===== config.mk =====
export PLATFORM = sky130hd
export DESIGN_NAME = hazard_unit
export DESIGN_NICKNAME = d
export VERILOG_FILES = /design/src/rtl/pipe_pkg.sv /design/src/rtl/instr_fields.sv /design/src/rtl/hazard_unit.sv
export SDC_FILE = /design/constraint.sdc
export NUM_CORES = 1
export LEC_CHECK = 0
export ABC_AREA = 1
export CORE_MARGIN = 10
export CORE_UTILIZATION = 54
export CTS_CLUSTER_DIAMETER = 150
export DETAILED_ROUTE_END_ITERATION = 8
export PLACE_DENSITY = 0.94
export SYNTH_ARGS = -nofsm -noshare
export SYNTH_HDL_FRONTEND = slang
export SYNTH_SLANG_ARGS = --single-unit
export TNS_END_PERCENT = 50

===== constraint.sdc =====
create_clock -name clock -period 5.2 [get_ports clock]
set_input_delay 1.04 -clock clock [delete_from_list [all_inputs] [get_ports clock]]
set_output_delay 1.04 -clock clock [all_outputs]
set_load 0.05 [all_outputs]

===== src/rtl/pipe_pkg.sv =====
// Shared definitions for the 16-bit pipeline: opcodes, instruction field
// positions, forwarding select encodings and the MUL sequencer states.
package pipe_pkg;

   localparam int INSTR_W = 16;
   localparam int FIELD_W = 4;

   // instruction field positions (LSB of each 4-bit field)
   localparam int OP_LSB  = 12;
   localparam int HI_LSB  = 8;
   localparam int MID_LSB = 4;
   localparam int LO_LSB  = 0;

   localparam logic [3:0] OP_NOP  = 4'd0;
   localparam logic [3:0] OP_ADD  = 4'd1;
   localparam logic [3:0] OP_SUB  = 4'd2;
   localparam logic [3:0] OP_AND  = 4'd3;
   localparam logic [3:0] OP_OR   = 4'd4;
   localparam logic [3:0] OP_XOR  = 4'd5;
   localparam logic [3:0] OP_SHL  = 4'd6;
   localparam logic [3:0] OP_SHR  = 4'd7;
   localparam logic [3:0] OP_SLT  = 4'd8;
   localparam logic [3:0] OP_MUL  = 4'd9;
   localparam logic [3:0] OP_ADDI = 4'd10;
   localparam logic [3:0] OP_LD   = 4'd11;
   localparam logic [3:0] OP_ST   = 4'd12;
   localparam logic [3:0] OP_BZ   = 4'd13;
   localparam logic [3:0] OP_JMP  = 4'd14;

   localparam logic [1:0] FWD_RF  = 2'b00;
   localparam logic [1:0] FWD_MEM = 2'b01;
   localparam logic [1:0] FWD_WB  = 2'b10;

   typedef enum logic {
      MUL_IDLE = 1'b0,
      MUL_BUSY = 1'b1
   } mul_state_e;

   // ops 1..11 write the register file
   function automatic logic is_writer(input logic [3:0] op);
      return (op >= OP_ADD) && (op <= OP_LD);
   endfunction

endpackage


===== src/rtl/instr_fields.sv =====
// Combinational instruction decode: register fields and their usage flags.
// Unused fields are driven to zero so downstream compares stay quiet.
module instr_fields
   import pipe_pkg::*;
(
   input  logic [INSTR_W-1:0] instr,
   output logic [3:0]         op,
   output logic [FIELD_W-1:0] dst,
   output logic [FIELD_W-1:0] src_a,
   output logic [FIELD_W-1:0] src_b,
   output logic               uses_a,
   output logic               uses_b,
   output logic               writes
);

   // split the instruction by opcode class
   always_comb begin
      op     = instr[OP_LSB +: 4];
      dst    = '0;
      src_a  = '0;
      src_b  = '0;
      uses_a = 1'b0;
      uses_b = 1'b0;
      writes = is_writer(op);
      case (op)
         OP_ADD, OP_SUB, OP_AND, OP_OR, OP_XOR,
         OP_SHL, OP_SHR, OP_SLT, OP_MUL: begin
            dst    = instr[HI_LSB +: FIELD_W];
            src_a  = instr[MID_LSB +: FIELD_W];
            src_b  = instr[LO_LSB +: FIELD_W];
            uses_a = 1'b1;
            uses_b = 1'b1;
         end
         OP_ADDI, OP_LD: begin
            dst    = instr[HI_LSB +: FIELD_W];
            src_a  = instr[MID_LSB +: FIELD_W];
            uses_a = 1'b1;
         end
         OP_ST: begin
            // store data rides the B path, base address the A path
            src_a  = instr[MID_LSB +: FIELD_W];
            src_b  = instr[HI_LSB +: FIELD_W];
            uses_a = 1'b1;
            uses_b = 1'b1;
         end
         OP_BZ: begin
            src_a  = instr[HI_LSB +: FIELD_W];
            uses_a = 1'b1;
         end
         default: begin
         end
      endcase
   end

endmodule


===== src/rtl/hazard_unit.sv =====
// Pipeline sequencing controller: load-use stall, MUL hold, branch/jump
// flush and EX operand forwarding, driven from a private EX shadow.
//
//   state    | meaning
//   ---------+--------------------------------------------------------
//   MUL_IDLE | no multi-cycle op in progress; a MUL arriving in EX
//            | starts the hold and loads the down-counter
//   MUL_BUSY | MUL held in EX; holds while counter != 0, releases at 0
module hazard_unit
   import pipe_pkg::*;
#(
   parameter int MUL_CYCLES = 3,
   parameter int REG_AW     = 4
)
(
   input  logic               clock,
   input  logic               reset_n,
   input  logic [INSTR_W-1:0] id_instr,
   input  logic               branch_taken,
   input  logic [REG_AW-1:0]  mem_dst,
   input  logic               mem_wb_en,
   input  logic [REG_AW-1:0]  wb_dst,
   input  logic               wb_wb_en,
   output logic               pc_stall,
   output logic               if_id_stall,
   output logic               if_id_flush,
   output logic               id_ex_bubble,
   output logic               ex_hold,
   output logic [1:0]         fwd_a,
   output logic [1:0]         fwd_b,
   output logic               mul_busy
);

   localparam logic       MUL_MULTI = (MUL_CYCLES > 1);
   localparam logic [3:0] CNT_LOAD  = (MUL_CYCLES > 1) ? 4'(MUL_CYCLES - 2) : 4'd0;

   logic [3:0]         id_op;
   logic [FIELD_W-1:0] id_dst, id_a, id_b;
   logic               id_uses_a, id_uses_b, id_writes;

   logic [3:0]         ex_op_q, ex_op_d;
   logic [REG_AW-1:0]  ex_dst_q, ex_dst_d;
   logic [REG_AW-1:0]  ex_a_q, ex_a_d;
   logic [REG_AW-1:0]  ex_b_q, ex_b_d;
   logic               ex_uses_a_q, ex_uses_a_d;
   logic               ex_uses_b_q, ex_uses_b_d;

   mul_state_e         state_q, state_d;
   logic [3:0]         cnt_q, cnt_d;
   logic               mul_busy_q;

   logic               ex_hold_c, load_use_c;
   logic               pc_stall_c, if_id_stall_c, if_id_flush_c, id_ex_bubble_c;
   logic [1:0]         fwd_a_c, fwd_b_c;

   instr_fields u_id_fields (
      .instr  (id_instr),
      .op     (id_op),
      .dst    (id_dst),
      .src_a  (id_a),
      .src_b  (id_b),
      .uses_a (id_uses_a),
      .uses_b (id_uses_b),
      .writes (id_writes)
   );

   function automatic logic [1:0] fwd_sel(
      input logic              uses,
      input logic [REG_AW-1:0] src,
      input logic [REG_AW-1:0] m_dst,
      input logic              m_en,
      input logic [REG_AW-1:0] w_dst,
      input logic              w_en
   );
      if (!uses || (src == '0))       return FWD_RF;
      else if (m_en && (m_dst == src)) return FWD_MEM;
      else if (w_en && (w_dst == src)) return FWD_WB;
      else                             return FWD_RF;
   endfunction

   // MUL sequencer next state and EX hold
   always_comb begin
      state_d   = state_q;
      cnt_d     = cnt_q;
      ex_hold_c = 1'b0;
      case (state_q)
         MUL_IDLE: begin
            if ((ex_op_q == OP_MUL) && MUL_MULTI) begin
               ex_hold_c = 1'b1;
               state_d   = MUL_BUSY;
               cnt_d     = CNT_LOAD;
            end
         end
         MUL_BUSY: begin
            if (cnt_q != 4'd0) begin
               ex_hold_c = 1'b1;
               cnt_d     = cnt_q - 4'd1;
            end else begin
               state_d = MUL_IDLE;
            end
         end
         default: state_d = MUL_IDLE;
      endcase
   end

   // stall / flush / bubble arbitration, hold wins over everything
   always_comb begin
      load_use_c = (ex_op_q == OP_LD) && (ex_dst_q != '0) &&
                   ((id_uses_a && (REG_AW'(id_a) == ex_dst_q)) ||
                    (id_uses_b && (REG_AW'(id_b) == ex_dst_q)));
      pc_stall_c      = 1'b0;
      if_id_stall_c   = 1'b0;
      if_id_flush_c   = 1'b0;
      id_ex_bubble_c  = 1'b0;
      if (ex_hold_c) begin
         pc_stall_c    = 1'b1;
         if_id_stall_c = 1'b1;
      end else if (branch_taken) begin
         if_id_flush_c  = 1'b1;
         id_ex_bubble_c = 1'b1;
      end else if (load_use_c) begin
         pc_stall_c     = 1'b1;
         if_id_stall_c  = 1'b1;
         id_ex_bubble_c = 1'b1;
      end else if (id_op == OP_JMP) begin
         if_id_flush_c = 1'b1;
      end
   end

   // operand forwarding from the EX shadow, MEM beats WB
   always_comb begin
      fwd_a_c = fwd_sel(ex_uses_a_q, ex_a_q, mem_dst, mem_wb_en, wb_dst, wb_wb_en);
      fwd_b_c = fwd_sel(ex_uses_b_q, ex_b_q, mem_dst, mem_wb_en, wb_dst, wb_wb_en);
   end

   // EX shadow next value: hold, bubble to NOP, or take the ID decode
   always_comb begin
      ex_op_d     = ex_op_q;
      ex_dst_d    = ex_dst_q;
      ex_a_d      = ex_a_q;
      ex_b_d      = ex_b_q;
      ex_uses_a_d = ex_uses_a_q;
      ex_uses_b_d = ex_uses_b_q;
      if (!ex_hold_c) begin
         if (id_ex_bubble_c) begin
            ex_op_d     = OP_NOP;
            ex_dst_d    = '0;
            ex_a_d      = '0;
            ex_b_d      = '0;
            ex_uses_a_d = 1'b0;
            ex_uses_b_d = 1'b0;
         end else begin
            ex_op_d     = id_op;
            ex_dst_d    = id_writes ? REG_AW'(id_dst) : '0;
            ex_a_d      = REG_AW'(id_a);
            ex_b_d      = REG_AW'(id_b);
            ex_uses_a_d = id_uses_a;
            ex_uses_b_d = id_uses_b;
         end
      end
   end

   // EX shadow registers
   always_ff @(posedge clock or negedge reset_n) begin
      if (!reset_n) begin
         ex_op_q     <= OP_NOP;
         ex_dst_q    <= '0;
         ex_a_q      <= '0;
         ex_b_q      <= '0;
         ex_uses_a_q <= 1'b0;
         ex_uses_b_q <= 1'b0;
      end else begin
         ex_op_q     <= ex_op_d;
         ex_dst_q    <= ex_dst_d;
         ex_a_q      <= ex_a_d;
         ex_b_q      <= ex_b_d;
         ex_uses_a_q <= ex_uses_a_d;
         ex_uses_b_q <= ex_uses_b_d;
      end
   end

   // MUL sequencer state, counter and registered busy flag
   always_ff @(posedge clock or negedge reset_n) begin
      if (!reset_n) begin
         state_q    <= MUL_IDLE;
         cnt_q      <= 4'd0;
         mul_busy_q <= 1'b0;
      end else begin
         state_q    <= state_d;
         cnt_q      <= cnt_d;
         mul_busy_q <= (state_d == MUL_BUSY);
      end
   end

   // outputs forced low while reset is asserted, since several depend on inputs
   assign pc_stall     = reset_n & pc_stall_c;
   assign if_id_stall  = reset_n & if_id_stall_c;
   assign if_id_flush  = reset_n & if_id_flush_c;
   assign id_ex_bubble = reset_n & id_ex_bubble_c;
   assign ex_hold      = reset_n & ex_hold_c;
   assign fwd_a        = {2{reset_n}} & fwd_a_c;
   assign fwd_b        = {2{reset_n}} & fwd_b_c;
   assign mul_busy     = reset_n & mul_busy_q;

endmodule

==> results of run 1 <==
==> metal layers <==
metal	share of wire [%]	routed length (um)	up-vias
met1	48	2167	799
li1	-	-	894
met3	5.5	248	11
met4	1.6	74	0
met5	0	0	-
met2	45	2045	63
==> worst min path at each step <==
stage                     startpoint  endpoint  slack [ns]  cells past startpoint
after global placement      cnt_q[3]  cnt_q[3]        0.46                      1
after detailed placement    cnt_q[3]  cnt_q[3]        0.47                      1
after floorplan             cnt_q[3]  cnt_q[3]        0.44                      1
after global routing        cnt_q[3]  cnt_q[3]        0.52                      1
after CTS                   cnt_q[3]  cnt_q[3]        0.49                      1
final                       cnt_q[3]  cnt_q[3]        0.49                      1
==> worst max-delay path, stage by stage <==
cell	delay [ns]
clkdlybuf4s50_1	0.51
nor2_2	0.16
nand2_1	0.09
nand2_2	0.12
nand2_2	0.11
nand2_1	0.09
nand2_1	0.09
nand2_1	0.07
nand2_1	0.05
nor2_1	0.11
nand3_2	0.08
nand2_2	0.09
nand3_1	0.07
a21oi_1	0.18
clkdlybuf4s50_1	0.84
==> cell usage in the layout, fill, tap and decap left out, drive strengths merged <==
cell,netlist,routed
clkinv,1,2
buf,7,4
o2111ai,1,1
o21bai,1,1
o31ai,1,1
nand2,78,78
nand3,10,10
clkbuf,0,3
nor4,4,4
nor3b,1,1
dfrtp,23,23
or2,1,1
a211oi,1,1
ha,1,1
o41ai,2,2
nor2,23,23
xnor2,7,7
o21ai,8,8
nand4,10,10
nor4b,1,1
o22ai,5,5
a221oi,1,1
inv,40,40
mux2i,1,1
xor2,1,1
a31oi,1,1
clkdlybuf4s50,0,36
a41oi,1,1
a21oi,19,19
nor3,3,3
==> report_power, final <==
part	internal, mW	switching [mW]	leakage [nW]
Combinational	0.145	0.253	0.749
Sequential	0.241	0.0569	0.296
Clock	0.0288	0.0567	0.0177
Total	0.415	0.367	1.06
==> flip-flops by register name, indices dropped and copies added, names as in the netlist <==
signal and flops:
cnt_q 4, ex_uses_b_q 1, ex_op_q 4, mul_busy_q 1
ex_dst_q 4, ex_uses_a_q 1, ex_a_q 4, ex_b_q 4
==> final cells by class <==
cell class / count / share of cell area (%)
clock buffers: 3 / 1.036
multi-input cells: 182 / 44.67
repair buffers: 40 / 17.96
flip-flops and latches: 23 / 26.48
inverters: 41 / 7.081
well taps: 44 / 2.533
clock inverters: 1 / 0.2303
==> metrics by stage <==
stage / cell area [um^2] / util [%] / cells / hold slack, ns
final: 2173 / 70.61 / 334 / 0.4863
after global routing: 2173 / 70.61 / 334 / 0.5191
after CTS: 2173 / 70.61 / 334 / 0.4869
after detailed placement: 2146 / 69.72 / 330 / 0.4677
after global placement: 2146 / 69.72 / 330 / 0.4583
after floorplan: 1742 / - / 253 / 0.4384
==> cells by family (layout without fill, tap and decap cells) <==
group / count (synthesis) / count (layout) / share of synthesized area, %
AOI/OAI and AO/OA: 41 / 41 / 16.31
xor gates and xnor gates: 8 / 8 / 4.023
adders and majority gates: 1 / 1 / 0.7183
buffers and inverters: 48 / 85 / 11.35
DFF: 23 / 23 / 33.05
muxes: 1 / 1 / 0.5747
and+or+nand+nor: 131 / 131 / 33.98
==> out/results.txt, run 1 <==
final worst slack = 0.4685 ns
power per cell area = 359.6 nW/um^2
largest fanout on the critical path = 5
WP data required = 4.16 ns
Slew Limit Fails = 0
syn avg cell area = 6.884 um^2
antenna cells = 0
DRC Markers = 0
RR Startpoint = cnt_q[0]
Worst R2R Setup Slack = 2.83 ns
Post-synth EDFFs = 0
Chip Width = 76.79 um
final setup violation count = 0
met3 Use GR = 3.380%
Reg clk slew, reported paths = 0.14 ns
Setup crit end kind = output pin
final wirelength = 4.535 mm
Hold WC Path Type = flip-flop to flip-flop
CTS H-tree lvls = 1
outcome = finished clean
post_cts resized = 0
initial core utilization = 56.59%
Tmin final = 4.731 ns
worst-margin pin slew = 0.5891 ns
Synth Net Count = 283
Setup Buffers After CTS = 0
CORE AREA = 3078 um^2
Post-CTS Hold Buffers = 0
Total GRT Usage = 15.21%
GR Util met2 = 24.03%
Cell Area, Synth = 1742 um^2
Clock Skews = 0.01477 ns
CTS Buf Count = 3
area of the die = 5897 um^2
most numerous cell in the Yosys netlist = nand2_1
first-pass GRT wire length = 7.721 mm
CTS sink count = 23
Distinct cells, synth = 38
RSZ-0062 raised after global routing = false
Setup TNS = 0 ns
share of cells above drive strength 1 = 10.00%
grt peak-use layer = met2
Die Y = 76.79 um
Worst R2R Path Depth = 9
Setup WS pre-CTS = 0.4887 ns
WP data arrival = 3.69 ns
Pwr Total = 0.7815 mW
post-synthesis sequential area ratio = 33.05%
row count = 20
kind of critical path = primary input to output pin
Async SR Flop Fraction = 100.0%
number of max-cap violations = 0
latest clock arrival within the worst-skew pair = 0.32 ns
HPWL Detailed = 3.598 mm
fin crit share = 90.99%
register bit total from synthesis = 23
Startpoint Class = primary input
CTS root buf = clkbuf_4
Via Count = 1767
vias in the first global route = 1787
reg-to-reg endpoint = ex_uses_a_q
fillers = 271
synth top area cells = dfrtp_1 (33%), nand2_1 (16%), inv_1 (8.4%)
initial antenna violation count = 0
Static Leak = 1.063 nW
CTS tree = built
synthesis-to-finish area growth = 24.78%
CP Launch Point = id_instr[13]
multi-input combinational cell area = 970.9 um^2
Mapped Cells = 253
yosys warns = 0
routability cong. = 0.9413
final hold vios = 0
first-pass detailed-route iteration total = 5
average wire per standard cell = 13.58 um
Port Buffers = 38
Final ANT Viol Nets = 0
via/cell ratio = 5.290
normalized max-slew margin = 60.17%
Max Freq = 211.4 MHz
Post-synth top cells = nand2_1 (72), inv_1 (39), dfrtp_1 (23), nor2_1 (22), nand4_1 (10)
largest net degree at the start of global routing = 38
Initial DRC Count = 130
clock buffer depth = 2
Critical Path Sink = pc_stall
I/O pin cnt = 39
Max IR drop VDD = 204.5 uV
sequential cell area = 575.6 um^2
grt total ovfl = 0
Final Net Count = 321
M1 GR Usage = 19.59%
cell taking the most area after synthesis = dfrtp_1
Synth top area share = 33.05%
Primary FF master, synth = dfrtp_1
Power figures use the tool's default switching activity.
==> run 2, diff against run 1 <==
--- a/config.mk
+++ b/config.mk
@@ -6,9 +6,10 @@
 export NUM_CORES = 1
 export LEC_CHECK = 0
 export ABC_AREA = 1
-export CORE_MARGIN = 10
+export CORE_MARGIN = 1.5
 export CORE_UTILIZATION = 54
 export CTS_CLUSTER_DIAMETER = 150
+export CTS_CLUSTER_SIZE = 8
 export DETAILED_ROUTE_END_ITERATION = 8
 export PLACE_DENSITY = 0.94
 export SYNTH_ARGS = -nofsm -noshare
==> run 2 against run 1 <==
- flip-flop and latch count unchanged
- first-iteration DRC count is 30% higher
- sequential power about the same
- sequential share of layout area decreased by 0.15 points
==> out/results.txt, run 2 (synthesized netlist as in run 1, its figures left out) <==
outcome = finished clean
DRC Markers = 0
CTS sink count = 23
sequential cell area = 575.6 um^2
Max IR drop VDD = 190.7 uV
Final ANT Viol Nets = 0
share of cells above drive strength 1 = 9.966%
CP cell instances = clkdlybuf4s50_1, nor2_2, nand2_1, nand2_1, inv_1, nand2_1, nand2_1, nand2_1, nand2_1, nor2_1, nand3_1, nand2_2, nand3_1, a21oi_1, clkdlybuf4s50_1
WP data required = 4.16 ns
antenna cells = 0
Pwr Total = 0.7879 mW
Setup Buffers After CTS = 0
Hold WC Path Type = flip-flop to flip-flop
synthesis-to-finish area growth = 25.50%
Startpoint Class = primary input
Reg clk slew, reported paths = 0.14 ns
initial core utilization = 57.05%
HPWL Detailed = 3.415 mm
final setup violation count = 0
Setup crit end kind = output pin
multi-input combinational cell area = 970.9 um^2
Initial DRC Count = 169
fillers = 262
CTS root buf = clkbuf_4
Worst path most repeated cell = nand2_1
average wire per standard cell = 13.13 um
Static Leak = 1.062 nW
Post-CTS Hold Buffers = 0
Clock Skews = 0.009669 ns
final wirelength = 4.397 mm
post-layout util = 71.60%
Total GRT Usage = 27.24%
WP data arrival = 3.68 ns
fin crit share = 90.86%
final hold vios = 0
Setup TNS = 0 ns
most common cell after layout, fill and taps aside = nand2_1
normalized max-slew margin = 59.78%
CTS H-tree lvls = 1
clock buffer depth = 2
Final Net Count = 322
I/O pin cnt = 39
slowest stage cell, crit path = clkdlybuf4s50_1
vias in the first global route = 1685
grt total ovfl = 0
first-pass GRT wire length = 7.410 mm
largest net degree at the start of global routing = 38
CORE AREA = 3053 um^2
worst-margin pin slew = 0.5949 ns
row count = 20
area of the die = 3575 um^2
largest fanout on the critical path = 5
Chip Width = 59.79 um
most frequent cells in the layout = nand2_1 (72), inv_1 (39), clkdlybuf4s50_1 (37)
kind of critical path = primary input to output pin
post_cts resized = 0
Slew Limit Fails = 0
CTS tree = built
RSZ-0062 raised after global routing = false
Via Count = 1794
initial antenna violation count = 0
first-pass detailed-route iteration total = 5
number of max-cap violations = 0
Max Freq = 211.7 MHz
routability cong. = 0.9631
Port Buffers = 38
CTS Buf Count = 3
power per cell area = 360.4 nW/um^2
slowest stage delay, CP = 0.83 ns
via/cell ratio = 5.355
latest clock arrival within the worst-skew pair = 0.33 ns
Die Y = 59.79 um
Tmin final = 4.725 ns
-- run 2: cell types whose count changed in the layout (fill, tap and decap cells not counted) --
cell             delta
clkinv_2            -1
clkinvlp_4          +1
clkdlybuf4s50_1     +1
-- run 2: layout make-up --
class,count,area share [%]
multi-input combinational,182,44.42
inverter,41,7.041
clock inverter,1,0.3434
clock buffer,3,1.030
sequential,23,26.33
timing repair buffer,41,18.32
tap,44,2.519
-- run 2: final timing paths --
path                         startpoint  cells past startpoint          end  slack, ns
hold / removal                 cnt_q[3]                      1     cnt_q[3]       0.48
min in group asynchronous       reset_n                      2  ex_uses_b_q       1.12
setup / recovery           id_instr[13]                     15     pc_stall       0.48
max in group asynchronous       reset_n                      2  ex_dst_q[1]       3.88
setup reg to reg               cnt_q[0]                      9  ex_uses_a_q       2.79
hold reg to reg                cnt_q[3]                      1     cnt_q[3]       0.48
-- run 2: stage by stage --
| stage | std cells | hold slack, ns | setup WS [ns] | area [um^2] |
|---|---|---|---|---|
| 2_1_floorplan | 253 | 0.4384 | 1.070 | 1742 |
| 3_3_place_gp | 331 | 0.4523 | 0.5199 | 2156 |
| 3_5_place_dp | 331 | 0.4629 | 0.5041 | 2156 |
| 4_1_cts | 335 | 0.4816 | 0.4816 | 2186 |
| 5_1_grt | 335 | 0.5068 | 0.2424 | 2186 |
| 6_report | 335 | 0.4762 | 0.4752 | 2186 |
-- run 2: where the power goes --
| group | total, mW | internal (mW) | switching (mW) |
|---|---|---|---|
| logic | 0.400 | 0.146 | 0.254 |
| clock network | 0.0888 | 0.0295 | 0.0592 |
| registers | 0.299 | 0.241 | 0.0587 |
| total | 0.788 | 0.416 | 0.372 |
-- run 2: routing by layer --
layer | GRT usage, % | wire, um | up-vias
met4 | 7.937 | 82 | 0
met1 | 35.26 | 1928 | 811
met2 | 47.98 | 2101 | 75
li1 | - | - | 899
met3 | 2.597 | 283 | 9
met5 | 0 | 0 | -
-- run 2: critical path: cells and delay by family --
family | cells | cell delay [ns]
AO/OA/AOI/OAI | 1 | 0.17
buffers and inverters | 3 | 1.42
AND/OR/NAND/NOR | 11 | 1.06
